<file path="config.mk">
export PLATFORM = sky130hd
export DESIGN_NAME = alu_cmd_sequencer_flat
export DESIGN_NICKNAME = d
export VERILOG_FILES = /design/src/rtl/alu_pkg.sv /design/src/rtl/alu_cmd_sequencer_if.sv /design/src/rtl/alu_cmd_sequencer_cmd_fifo.sv /design/src/rtl/alu_cmd_sequencer.sv /design/src/flat_wrapper.sv
export SDC_FILE = /design/constraint.sdc
export NUM_CORES = 1
export LEC_CHECK = 0
export CAP_MARGIN = 20
export CORE_ASPECT_RATIO = 1.75
export CORE_MARGIN = 2
export CORE_UTILIZATION = 58
export CTS_CLUSTER_SIZE = 40
export DETAILED_ROUTE_END_ITERATION = 7
export PLACE_DENSITY = 0.85
export SLEW_MARGIN = 15
export SYNTH_ARGS = -nofsm -noshare
export SYNTH_HDL_FRONTEND = slang
export SYNTH_SLANG_ARGS = --single-unit
</file>
<file path="constraint.sdc">
create_clock -name clk -period 4.5 [get_ports clk]
set_input_delay 0.45 -clock clk [delete_from_list [all_inputs] [get_ports clk]]
set_output_delay 0.45 -clock clk [all_outputs]
set_load 0.02 [all_outputs]
</file>
<file path="src/rtl/alu_pkg.sv">
// Shared definitions for the ALU command sequencer: opcodes, FSM state encoding
// and the packed command-entry layout stored in the FIFO.
package alu_pkg;
    localparam int unsigned OPC_W     = 4;
    localparam int unsigned OPERAND_W = 16;
    localparam int unsigned REP_W     = 4;
    localparam int unsigned ACC_W     = 32;
    localparam int unsigned CNT_W     = 16;
    localparam int unsigned ENTRY_W   = OPC_W + OPERAND_W + REP_W;

    typedef logic [OPC_W-1:0] opcode_t;

    localparam opcode_t OPC_NOOP  = 4'h0;
    localparam opcode_t OPC_RESET = 4'h1;
    localparam opcode_t OPC_ADD   = 4'h2;
    localparam opcode_t OPC_SUB   = 4'h3;
    localparam opcode_t OPC_MUL   = 4'h4;
    localparam opcode_t OPC_DIV   = 4'h5;
    localparam opcode_t OPC_AND   = 4'h6;
    localparam opcode_t OPC_OR    = 4'h7;
    localparam opcode_t OPC_SHL   = 4'h8;
    localparam opcode_t OPC_XOR   = 4'h9;
    localparam opcode_t OPC_MAX   = OPC_XOR;

    typedef enum logic [1:0] {
        ST_IDLE   = 2'd0,
        ST_EXEC   = 2'd1,
        ST_DIVCHK = 2'd2
    } seq_state_t;

    typedef struct packed {
        opcode_t                opcode;
        logic [OPERAND_W-1:0]   operand;
        logic [REP_W-1:0]       rpt;
    } cmd_entry_t;
endpackage

</file>
<file path="src/rtl/alu_cmd_sequencer_if.sv">
// Host command handshake bundle: valid/ready plus the opcode, operand and repeat payload.
interface alu_cmd_sequencer_if;
    import alu_pkg::*;

    logic                 cmd_valid;
    logic                 cmd_ready;
    opcode_t              cmd_opcode;
    logic [OPERAND_W-1:0] cmd_operand;
    logic [REP_W-1:0]     cmd_repeat;

    modport master (output cmd_valid, cmd_opcode, cmd_operand, cmd_repeat, input cmd_ready);
    modport slave  (input cmd_valid, cmd_opcode, cmd_operand, cmd_repeat, output cmd_ready);
endinterface

</file>
<file path="src/rtl/alu_cmd_sequencer_cmd_fifo.sv">
// Synchronous FIFO with wrapping power-of-two pointers; head entry is visible on rdata.
module cmd_fifo #(
    parameter int unsigned DEPTH = 4,
    parameter int unsigned WIDTH = 24
) (
    input  logic                     clk,
    input  logic                     rst,
    input  logic                     push,
    input  logic [WIDTH-1:0]         wdata,
    input  logic                     pop,
    output logic [WIDTH-1:0]         rdata,
    output logic                     full,
    output logic                     empty,
    output logic [$clog2(DEPTH):0]   count
);
    localparam int unsigned AW = $clog2(DEPTH);
    localparam int unsigned CW = AW + 1;

    logic [WIDTH-1:0] mem [DEPTH];
    logic [AW-1:0]    wr_ptr;
    logic [AW-1:0]    rd_ptr;
    logic             do_push;
    logic             do_pop;

    // Full is judged on the registered count, so a same-cycle pop never frees a slot.
    assign full    = (count == CW'(DEPTH));
    assign empty   = (count == '0);
    assign do_push = push && !full;
    assign do_pop  = pop && !empty;
    assign rdata   = mem[rd_ptr];

    always_ff @(posedge clk) begin
        if (do_push) mem[wr_ptr] <= wdata;
    end

    always_ff @(posedge clk or negedge rst) begin
        if (!rst) begin
            wr_ptr <= '0;
            rd_ptr <= '0;
            count  <= '0;
        end else begin
            if (do_push) wr_ptr <= wr_ptr + AW'(1);
            if (do_pop)  rd_ptr <= rd_ptr + AW'(1);
            count <= count + CW'(do_push) - CW'(do_pop);
        end
    end
endmodule

</file>
<file path="src/rtl/alu_cmd_sequencer.sv">
// Buffers host commands and issues them to the ALU one per clock with repeat,
// screening illegal opcodes and divide-by-zero against the live accumulator.
module alu_cmd_sequencer
    import alu_pkg::*;
#(
    parameter int unsigned DEPTH = 4
) (
    input  logic                 clk,
    input  logic                 rst,
    alu_cmd_sequencer_if.slave   cmd,
    input  logic                 pause,
    input  logic [ACC_W-1:0]     acc_in,
    output opcode_t              alu_opcode,
    output logic [OPERAND_W-1:0] alu_a,
    output logic                 busy,
    output logic                 err_illegal,
    output logic                 err_div0,
    output logic [CNT_W-1:0]     issue_count
);
    localparam int unsigned CW = $clog2(DEPTH) + 1;

    seq_state_t           state, state_d;
    logic [REP_W-1:0]     rep_cnt, rep_cnt_d;
    opcode_t              cur_opc, cur_opc_d;
    logic [OPERAND_W-1:0] cur_a, cur_a_d;

    cmd_entry_t           head;
    cmd_entry_t           wentry;
    logic                 full, empty, push, pop;
    logic [CW-1:0]        count, count_d;

    opcode_t              alu_opcode_d;
    logic [OPERAND_W-1:0] alu_a_d;
    logic                 busy_d, err_illegal_d, err_div0_d;
    logic [CNT_W-1:0]     issue_count_d;

    assign wentry        = {cmd.cmd_opcode, cmd.cmd_operand, cmd.cmd_repeat};
    assign push          = cmd.cmd_valid && !full;
    assign cmd.cmd_ready = !full;
    assign count_d       = count + CW'(push) - CW'(pop);

    cmd_fifo #(.DEPTH(DEPTH), .WIDTH(ENTRY_W)) u_fifo (
        .clk   (clk),
        .rst   (rst),
        .push  (push),
        .wdata (wentry),
        .pop   (pop),
        .rdata (head),
        .full  (full),
        .empty (empty),
        .count (count)
    );

    always_ff @(posedge clk or negedge rst) begin
        if (!rst) state <= ST_IDLE;
        else      state <= state_d;
    end

    // Next state, head pop and repeat bookkeeping; pause freezes EXEC/DIVCHK in place.
    always_comb begin
        state_d   = state;
        rep_cnt_d = rep_cnt;
        cur_opc_d = cur_opc;
        cur_a_d   = cur_a;
        pop       = 1'b0;
        case (state)
            ST_IDLE: begin
                if (!empty && !pause) begin
                    pop       = 1'b1;
                    rep_cnt_d = head.rpt;
                    cur_opc_d = head.opcode;
                    cur_a_d   = head.operand;
                    if (head.opcode > OPC_MAX)       state_d = ST_IDLE;
                    else if (head.opcode == OPC_DIV) state_d = ST_DIVCHK;
                    else                             state_d = ST_EXEC;
                end
            end
            ST_EXEC: begin
                if (!pause) begin
                    if (rep_cnt == '0) begin
                        state_d = ST_IDLE;
                    end else begin
                        rep_cnt_d = rep_cnt - REP_W'(1);
                        state_d   = (cur_opc == OPC_DIV) ? ST_DIVCHK : ST_EXEC;
                    end
                end
            end
            ST_DIVCHK: begin
                if (!pause) state_d = (acc_in == '0) ? ST_IDLE : ST_EXEC;
            end
            default: state_d = ST_IDLE;
        endcase
    end

    always_comb begin
        alu_opcode_d  = OPC_NOOP;
        alu_a_d       = '0;
        err_illegal_d = err_illegal;
        err_div0_d    = err_div0;
        issue_count_d = issue_count;
        busy_d        = (count_d != '0) || (state_d != ST_IDLE);
        case (state)
            ST_IDLE: begin
                if (pop && (head.opcode > OPC_MAX)) err_illegal_d = 1'b1;
            end
            ST_EXEC: begin
                if (!pause && (cur_opc != OPC_NOOP)) begin
                    alu_opcode_d  = cur_opc;
                    alu_a_d       = cur_a;
                    issue_count_d = issue_count + CNT_W'(1);
                end
            end
            ST_DIVCHK: begin
                if (!pause && (acc_in == '0)) err_div0_d = 1'b1;
            end
            default: ;
        endcase
    end

    always_ff @(posedge clk or negedge rst) begin
        if (!rst) begin
            rep_cnt     <= '0;
            cur_opc     <= OPC_NOOP;
            cur_a       <= '0;
            alu_opcode  <= OPC_NOOP;
            alu_a       <= '0;
            busy        <= 1'b0;
            err_illegal <= 1'b0;
            err_div0    <= 1'b0;
            issue_count <= '0;
        end else begin
            rep_cnt     <= rep_cnt_d;
            cur_opc     <= cur_opc_d;
            cur_a       <= cur_a_d;
            alu_opcode  <= alu_opcode_d;
            alu_a       <= alu_a_d;
            busy        <= busy_d;
            err_illegal <= err_illegal_d;
            err_div0    <= err_div0_d;
            issue_count <= issue_count_d;
        end
    end
endmodule

</file>
<file path="src/flat_wrapper.sv">
// flat-port wrapper written by rule: the top's interface ports become plain ports
module alu_cmd_sequencer_flat import alu_pkg::*;
#(
    parameter int unsigned DEPTH = 4
)
  (clk, rst, pause, acc_in, alu_opcode, alu_a, busy, err_illegal, err_div0, issue_count, cmd_cmd_valid, cmd_cmd_opcode, cmd_cmd_operand, cmd_cmd_repeat, cmd_cmd_ready);
  alu_cmd_sequencer_if cmd_i ();
  input  logic clk;
  input  logic rst;
  input  logic pause;
  input  logic [ACC_W-1:0] acc_in;
  output opcode_t alu_opcode;
  output logic [OPERAND_W-1:0] alu_a;
  output logic busy;
  output logic err_illegal;
  output logic err_div0;
  output logic [CNT_W-1:0] issue_count;
  input wire logic [$bits(cmd_i.cmd_valid)-1:0] cmd_cmd_valid;
  input wire logic [$bits(cmd_i.cmd_opcode)-1:0] cmd_cmd_opcode;
  input wire logic [$bits(cmd_i.cmd_operand)-1:0] cmd_cmd_operand;
  input wire logic [$bits(cmd_i.cmd_repeat)-1:0] cmd_cmd_repeat;
  output wire logic [$bits(cmd_i.cmd_ready)-1:0] cmd_cmd_ready;
  assign cmd_i.cmd_valid = cmd_cmd_valid;
  assign cmd_i.cmd_opcode = cmd_cmd_opcode;
  assign cmd_i.cmd_operand = cmd_cmd_operand;
  assign cmd_i.cmd_repeat = cmd_cmd_repeat;
  assign cmd_cmd_ready = cmd_i.cmd_ready;
  alu_cmd_sequencer #(.DEPTH(DEPTH)) u_core (.clk(clk), .rst(rst), .cmd(cmd_i), .pause(pause), .acc_in(acc_in), .alu_opcode(alu_opcode), .alu_a(alu_a), .busy(busy), .err_illegal(err_illegal), .err_div0(err_div0), .issue_count(issue_count));
endmodule
</file>
After elaboration in Yosys (flattened, before gate mapping)
Memory sizes are Yosys's and may differ from the RTL's.
Cells that the tools add are included.
- reduce and logical (&&, ||, !) cells: 24
- equality and inequality tests: 8
- $add $sub $neg: 8
- muxes and demuxes: 21
- magnitude comparators: 1
- operators with widths (operator ; number):
    zero test 32 bit ; 1
    two-way mux 16 bit ; 2
    two-way mux 4 bit ; 5
    adder 16 x 1 -> 16 bit (second input constant) ; 1
    two-way mux 2 bit ; 7
    == test 4 x 3 -> 1 bit (second input constant) ; 2
    case mux 4 bit (2 select lines) ; 1
    AND reduction 2 bit ; 4
    logical AND 1 bit ; 7
    adder 3 x 1 -> 3 bit ; 2
    case mux 2 bit (3 select lines) ; 1
    subtractor 3 x 1 -> 3 bit ; 2
    two-way mux 1 bit ; 5
    adder 2 x 1 -> 2 bit (second input constant) ; 2
    > comparator 4 bit (second input constant) ; 1
    zero test 4 bit ; 1
    != test 2 bit (second input constant) ; 2
    AND reduction 4 bit ; 1
    nonzero test 2 bit ; 2
    nonzero test 4 bit ; 1
    subtractor 4 x 1 -> 4 bit (second input constant) ; 1
    == test 3 bit (second input constant) ; 1
    zero test 1 bit ; 3
    zero test 3 bit ; 1
    6 further kinds ; 6
- output and inout bits: 40
- flip-flop bits (word level): 72
- word-level logic and storage cells: 76
- bits in writable memories: 96
- input bits: 60
- memories: 1
- memory list (name ; words ; width ; rd ports ; clocked after Yosys merged registers in ; wr ports ; RTL line ; text):
    u_core.u_fifo.mem ; 4 ; 24 ; 1 ; 0 ; 1 ; alu_cmd_sequencer_cmd_fifo.sv:19 ; logic [WIDTH-1:0] mem [DEPTH];

Logic depth before layout (Yosys ltp)
- depth in word-level cells: 8
- mapped depth: 12
- mapped depth without buffers: 11

Cells and area by module
From an unflattened synthesis, not the netlist that was laid out.
- cells, all modules: 437
- area, all modules: 6750.2 um^2
- modules (own cells, without submodules) (module ; area each (um^2) ; times used ; cells each):
    cmd_fifo ; 3981.3 ; 1 ; 167
    alu_cmd_sequencer ; 2768.9 ; 1 ; 270

Least setup slack after synthesis
No wires, ideal clock.
- path type: input to register
- from: in pause
- to: reg u_core.busy
- required time: 4369 ps
- cell stages on the path: 11
- data arrival time: 2974 ps
- buffers on the path: 2
- setup slack: 1395 ps
- setup time: 131 ps
- cell sequence: or3_1 -> or2_2 -> buf_2 -> inv_2 -> buf_2 -> ha_1 -> inv_1 -> ha_1 -> fa_1 -> or3_1 -> or3_1
- cells in the longest elaborated chain, start to end: 7
- elaborated cells on any way between the ends: 12
- RTL lines (element ; RTL line ; text):
    start, declared ; flat_wrapper.sv:10 ; input logic pause;
    zero test 1 bit ; alu_cmd_sequencer.sv:68 ; if (!empty && !pause) begin
    logical AND 1 bit ; alu_cmd_sequencer.sv:68 ;
    two-way mux 1 bit ; alu_cmd_sequencer.sv:68 ;
    two-way mux 1 bit ; alu_cmd_sequencer.sv:66 ; case (state)
    net u_core.pop ; alu_cmd_sequencer.sv:29 ; logic full, empty, push, pop;
    subtractor 3 x 1 -> 3 bit ; alu_cmd_sequencer.sv:40 ; assign count_d = count + CW'(push) - CW'(pop);
    nonzero test 3 bit ; alu_cmd_sequencer.sv:101 ; busy_d = (count_d != '0) || (state_d != ST_IDLE);
    logical OR 1 bit ; alu_cmd_sequencer.sv:101 ;
    net u_core.busy_d ; alu_cmd_sequencer.sv:34 ; logic busy_d, err_illegal_d, err_div0_d;
    end signal, assigned ; alu_cmd_sequencer.sv:137 ; busy <= busy_d;
    end, declared ; alu_cmd_sequencer.sv:15 ; output logic busy,
The timed path passes the listed nets, and every way through them passes these cells.
A chain may end at the register's enable or synchronous reset.

Worst setup path after layout
- from: in pause
- to: reg u_core.busy
- cells in the longest elaborated chain, start to end: 7
- elaborated cells on any way between the ends: 12
- RTL lines (element ; RTL line):
    zero test 1 bit ; alu_cmd_sequencer.sv:68
    logical AND 1 bit ; alu_cmd_sequencer.sv:68
    two-way mux 1 bit ; alu_cmd_sequencer.sv:68
    two-way mux 1 bit ; alu_cmd_sequencer.sv:66
    subtractor 3 x 1 -> 3 bit ; alu_cmd_sequencer.sv:40
    nonzero test 3 bit ; alu_cmd_sequencer.sv:101
    logical OR 1 bit * ; alu_cmd_sequencer.sv:101
    net u_core.busy_d ; alu_cmd_sequencer.sv:34
Mark *: on every way through the listed nets, which the timed path passes. The rest lies on a longest branch.

==> impl_results.md <==
* Pre-CTS setup slack at 0.854 ns
* Xor and xnor area share after synthesis at 0.0279
* Ys async rst share at 0.429
* Proportion of layout cells with a drive suffix above 1 at 0.132
* Outcome: finished, final reports clean
* WL/cell at 18.5 um
* Initial DRC count at approximately 250
* Syn_area_per_cell at 15.6 um2
* DIE WIDTH at around 85 um
* Port Buffer Count at 99
* Number of flops mapped to enable cells by yosys at 96
* Area Overhead vs Synth at 27.2%
* Initial Utilization at 0.593
* Worst-path fanout max at 25
* Maximum VDD drop at 0.455 mV
* Final worst-path cycle share at 0.727
* Initial antenna violation count at 0
* Worst Setup End Kind: register
* Setup crit start kind: primary input
* MaxCap Viol Count at 0
* Leakage at around 3.3 nW
* YS warnings at 0
* Yosys cell types at 46
* R2r setup slk at 1.40 ns
* # diodes at 0
* Area of the die at 12300 um2
* Max Transition Viols Final at 0
* Top-count cell post-synth: edfxtp_1
* Routed via count at 3850
* Chip Height at 145 um
* Routed Antenna Nets at 0
* Mapped Area at 6590 um2
* Post-synthesis mux area share at 0.0849
* Layout net count at 612
* Worst-path clk slew at 0.06 ns
* Most instantiated cells after synthesis: edfxtp_1, dfrtp_1, nand2_1, mux4_2, and2_1
* Gp weighted congestion at 0.876
* Syn nets at 495
* Global-route wire length before repair at 20600 um
* Tmin final at 3.27 ns
* CP required at approximately 4.8 ns
* Crit Path Class: in2reg
* Largest net degree at the start of global routing at 60
* Routed WL at 12700 um
* Power consumption at 5.24 mW
* Core box area at between 10000 and 15000 um2
* Synth Area in Compound Gates at 0.0190
* Congestion Overflow GR at 0
* Hold Vio Cnt, Final at 0
* Adder-cell share of the synthesized area at 0.0251
* Synth top area share at 0.438
* Rows at 51
* CTS Sinks at ~170
* Skew final at 0.00585 ns
* Clock Latency Late Sink at 0.42 ns
* Worst hold path class: in2async
* Post-synthesis cell type with the largest combined area: edfxtp_1
* Vias per std cell at 5.62
* Htree depth at 4
* RSZ-0062 raised after global routing: no
* Cts bufs inserted at 17
* DRC viols at 0
* Mapped Cells at roughly 420
* CTS root buf: clkbuf_16
* Sequential cell area fraction in the yosys report at 0.711
* Worst EP arrival at between 3 and 4 ns
* Register bit count reported by yosys at 168
* IO Count at 100
* Dominant synthesized flop cell: edfxtp_1
* CTS tree: yes
* TritonRoute pass-1 iters at 4
* Total track usage at 0.219
* Max_slew headroom at 0.528
* Final Core Density at 0.754
* Post-Synth Simple-Gate Area at 0.113
* Vias in the first global route at a little over 4000
* Setup TNS Final at 0 ns
* Post-CTS setup buffer count at 0
* Top post-synthesis cells by area: edfxtp_1, dfrtp_1, mux4_2
* F_max at about 300 MHz
* Measured slew at the worst slew-check pin at 0.709 ns
* Clock tree buffer depth at 2
* Final worst setup slack at 1.23 ns
* P per Cell Area at 626 nW/um2
* Hpwl dp at 8540 um
* # setup viols final at 0
* Largest family of logic cells by synthesized area: simple AND/OR/NAND/NOR gates
-- area by class of cell --
| cell class | count | area (um2) |
|---|---|---|
| sequential | 168 | 4680 |
| multi-input combinational | 226 | 1780 |
| tap | 132 | 165 |
| inverter | 16 | 60.1 |
| clock buffer | 17 | 425 |
| timing repair buffer | 111 | 1090 |
| clock inverter | 15 | 174 |
| fill | 659 | 2730 |
-- timing repair --
item | CTS | global route
resized for setup | 0 | 0
hold endpoints to repair | 13 | 0
setup endpoints to repair | 0 | 0
hold buffers | 1 | 0
-- critical path, stage by stage --
cell,delay [ns]
clkdlybuf4s50_1,0.52
or3_1,0.43
or2_2,0.49
inv_2,0.12
ha_1,0.24
inv_1,0.06
ha_1,0.17
fa_1,0.41
or3_1,0.37
or3_1,0.30
-- layer usage --
metal	vias to the layer above	part of all wire	global-route usage
met5	-	0	0
met4	0	0.032	0.0913
met3	29	0.038	0.0580
met2	106	0.56	0.380
met1	1940	0.37	0.255
li1	1775	-	-
-- flip-flops by register name, indices dropped and copies added (netlist names) --
register	cells
u_core.u_fifo.count	3
u_core.cur_opc	4
u_core.cur_a	16
u_core.u_fifo.rd_ptr	2
u_core.err_div0	1
u_core.busy	1
u_core.alu_opcode	4
u_core.err_illegal	1
u_core.issue_count	16
u_core.u_fifo.wr_ptr	2
u_core.state	2
u_core.u_fifo.mem	96
u_core.alu_a	16
u_core.rep_cnt	4
-- logic make-up after synthesis --
kind of cell | after synthesis
AND/OR/NAND/NOR | 150
adder cells (fa/ha/maj) | 12
multiplexers | 25
XOR/XNOR | 21
AO/OA/AOI/OAI | 18
flip-flops | 168
buffers and inverters | 29
-- path summary, 6_finish.rpt --
path / from / end / cells after the start
max reg2reg: u_core.state[0] / u_core.busy / 9
max in group asynchronous: rst / u_core.alu_a[11] / 3
max: pause / u_core.busy / 10
min in group clk: u_core.err_div0 / u_core.err_div0 / 2
min: rst / u_core.cur_opc[0] / 2
min reg2reg: u_core.err_div0 / u_core.err_div0 / 2
-- layout by cell type (no fill, tap or decap), drive strengths merged, types with 2 or more instances in the layout --
cell / synthesis / layout
nand4: 8 / 8
bufinv: 0 / 3
nand2: 68 / 68
o21ai: 5 / 5
and3: 9 / 9
nand3: 6 / 6
a21oi: 2 / 2
clkinvlp: 0 / 4
clkbuf: 7 / 17
or3: 3 / 3
and2: 17 / 17
nor2: 14 / 14
nor3: 5 / 5
nor4: 9 / 9
a22oi: 2 / 2
xor2: 7 / 7
clkdlybuf4s50: 0 / 98
mux4: 24 / 24
edfxtp: 96 / 96
xnor2: 14 / 14
nand2b: 3 / 3
dfrtp: 72 / 72
ha: 10 / 10
and4: 2 / 2
inv: 16 / 20
clkinv: 0 / 4
fa: 2 / 2
buf: 6 / 12
-- per-stage QoR --
step           area, um2  std cells  hold WS, ns
2_1_floorplan       6590        423        0.154
3_3_place_gp        7750        651        0.356
3_5_place_dp        7750        651        0.363
4_1_cts             8360        684        0.455
5_1_grt             8370        685        0.483
6_report            8370        685        0.457
-- report_power, final --
group / internal (mW) / leakage (nW) / switching, mW / total [mW]
clock network: 0.874 / 0.286 / 0.583 / 1.46
registers: 2.04 / 1.79 / 0.201 / 2.24
logic: 0.712 / 1.24 / 0.829 / 1.54
(Power assumes the default switching activity.)
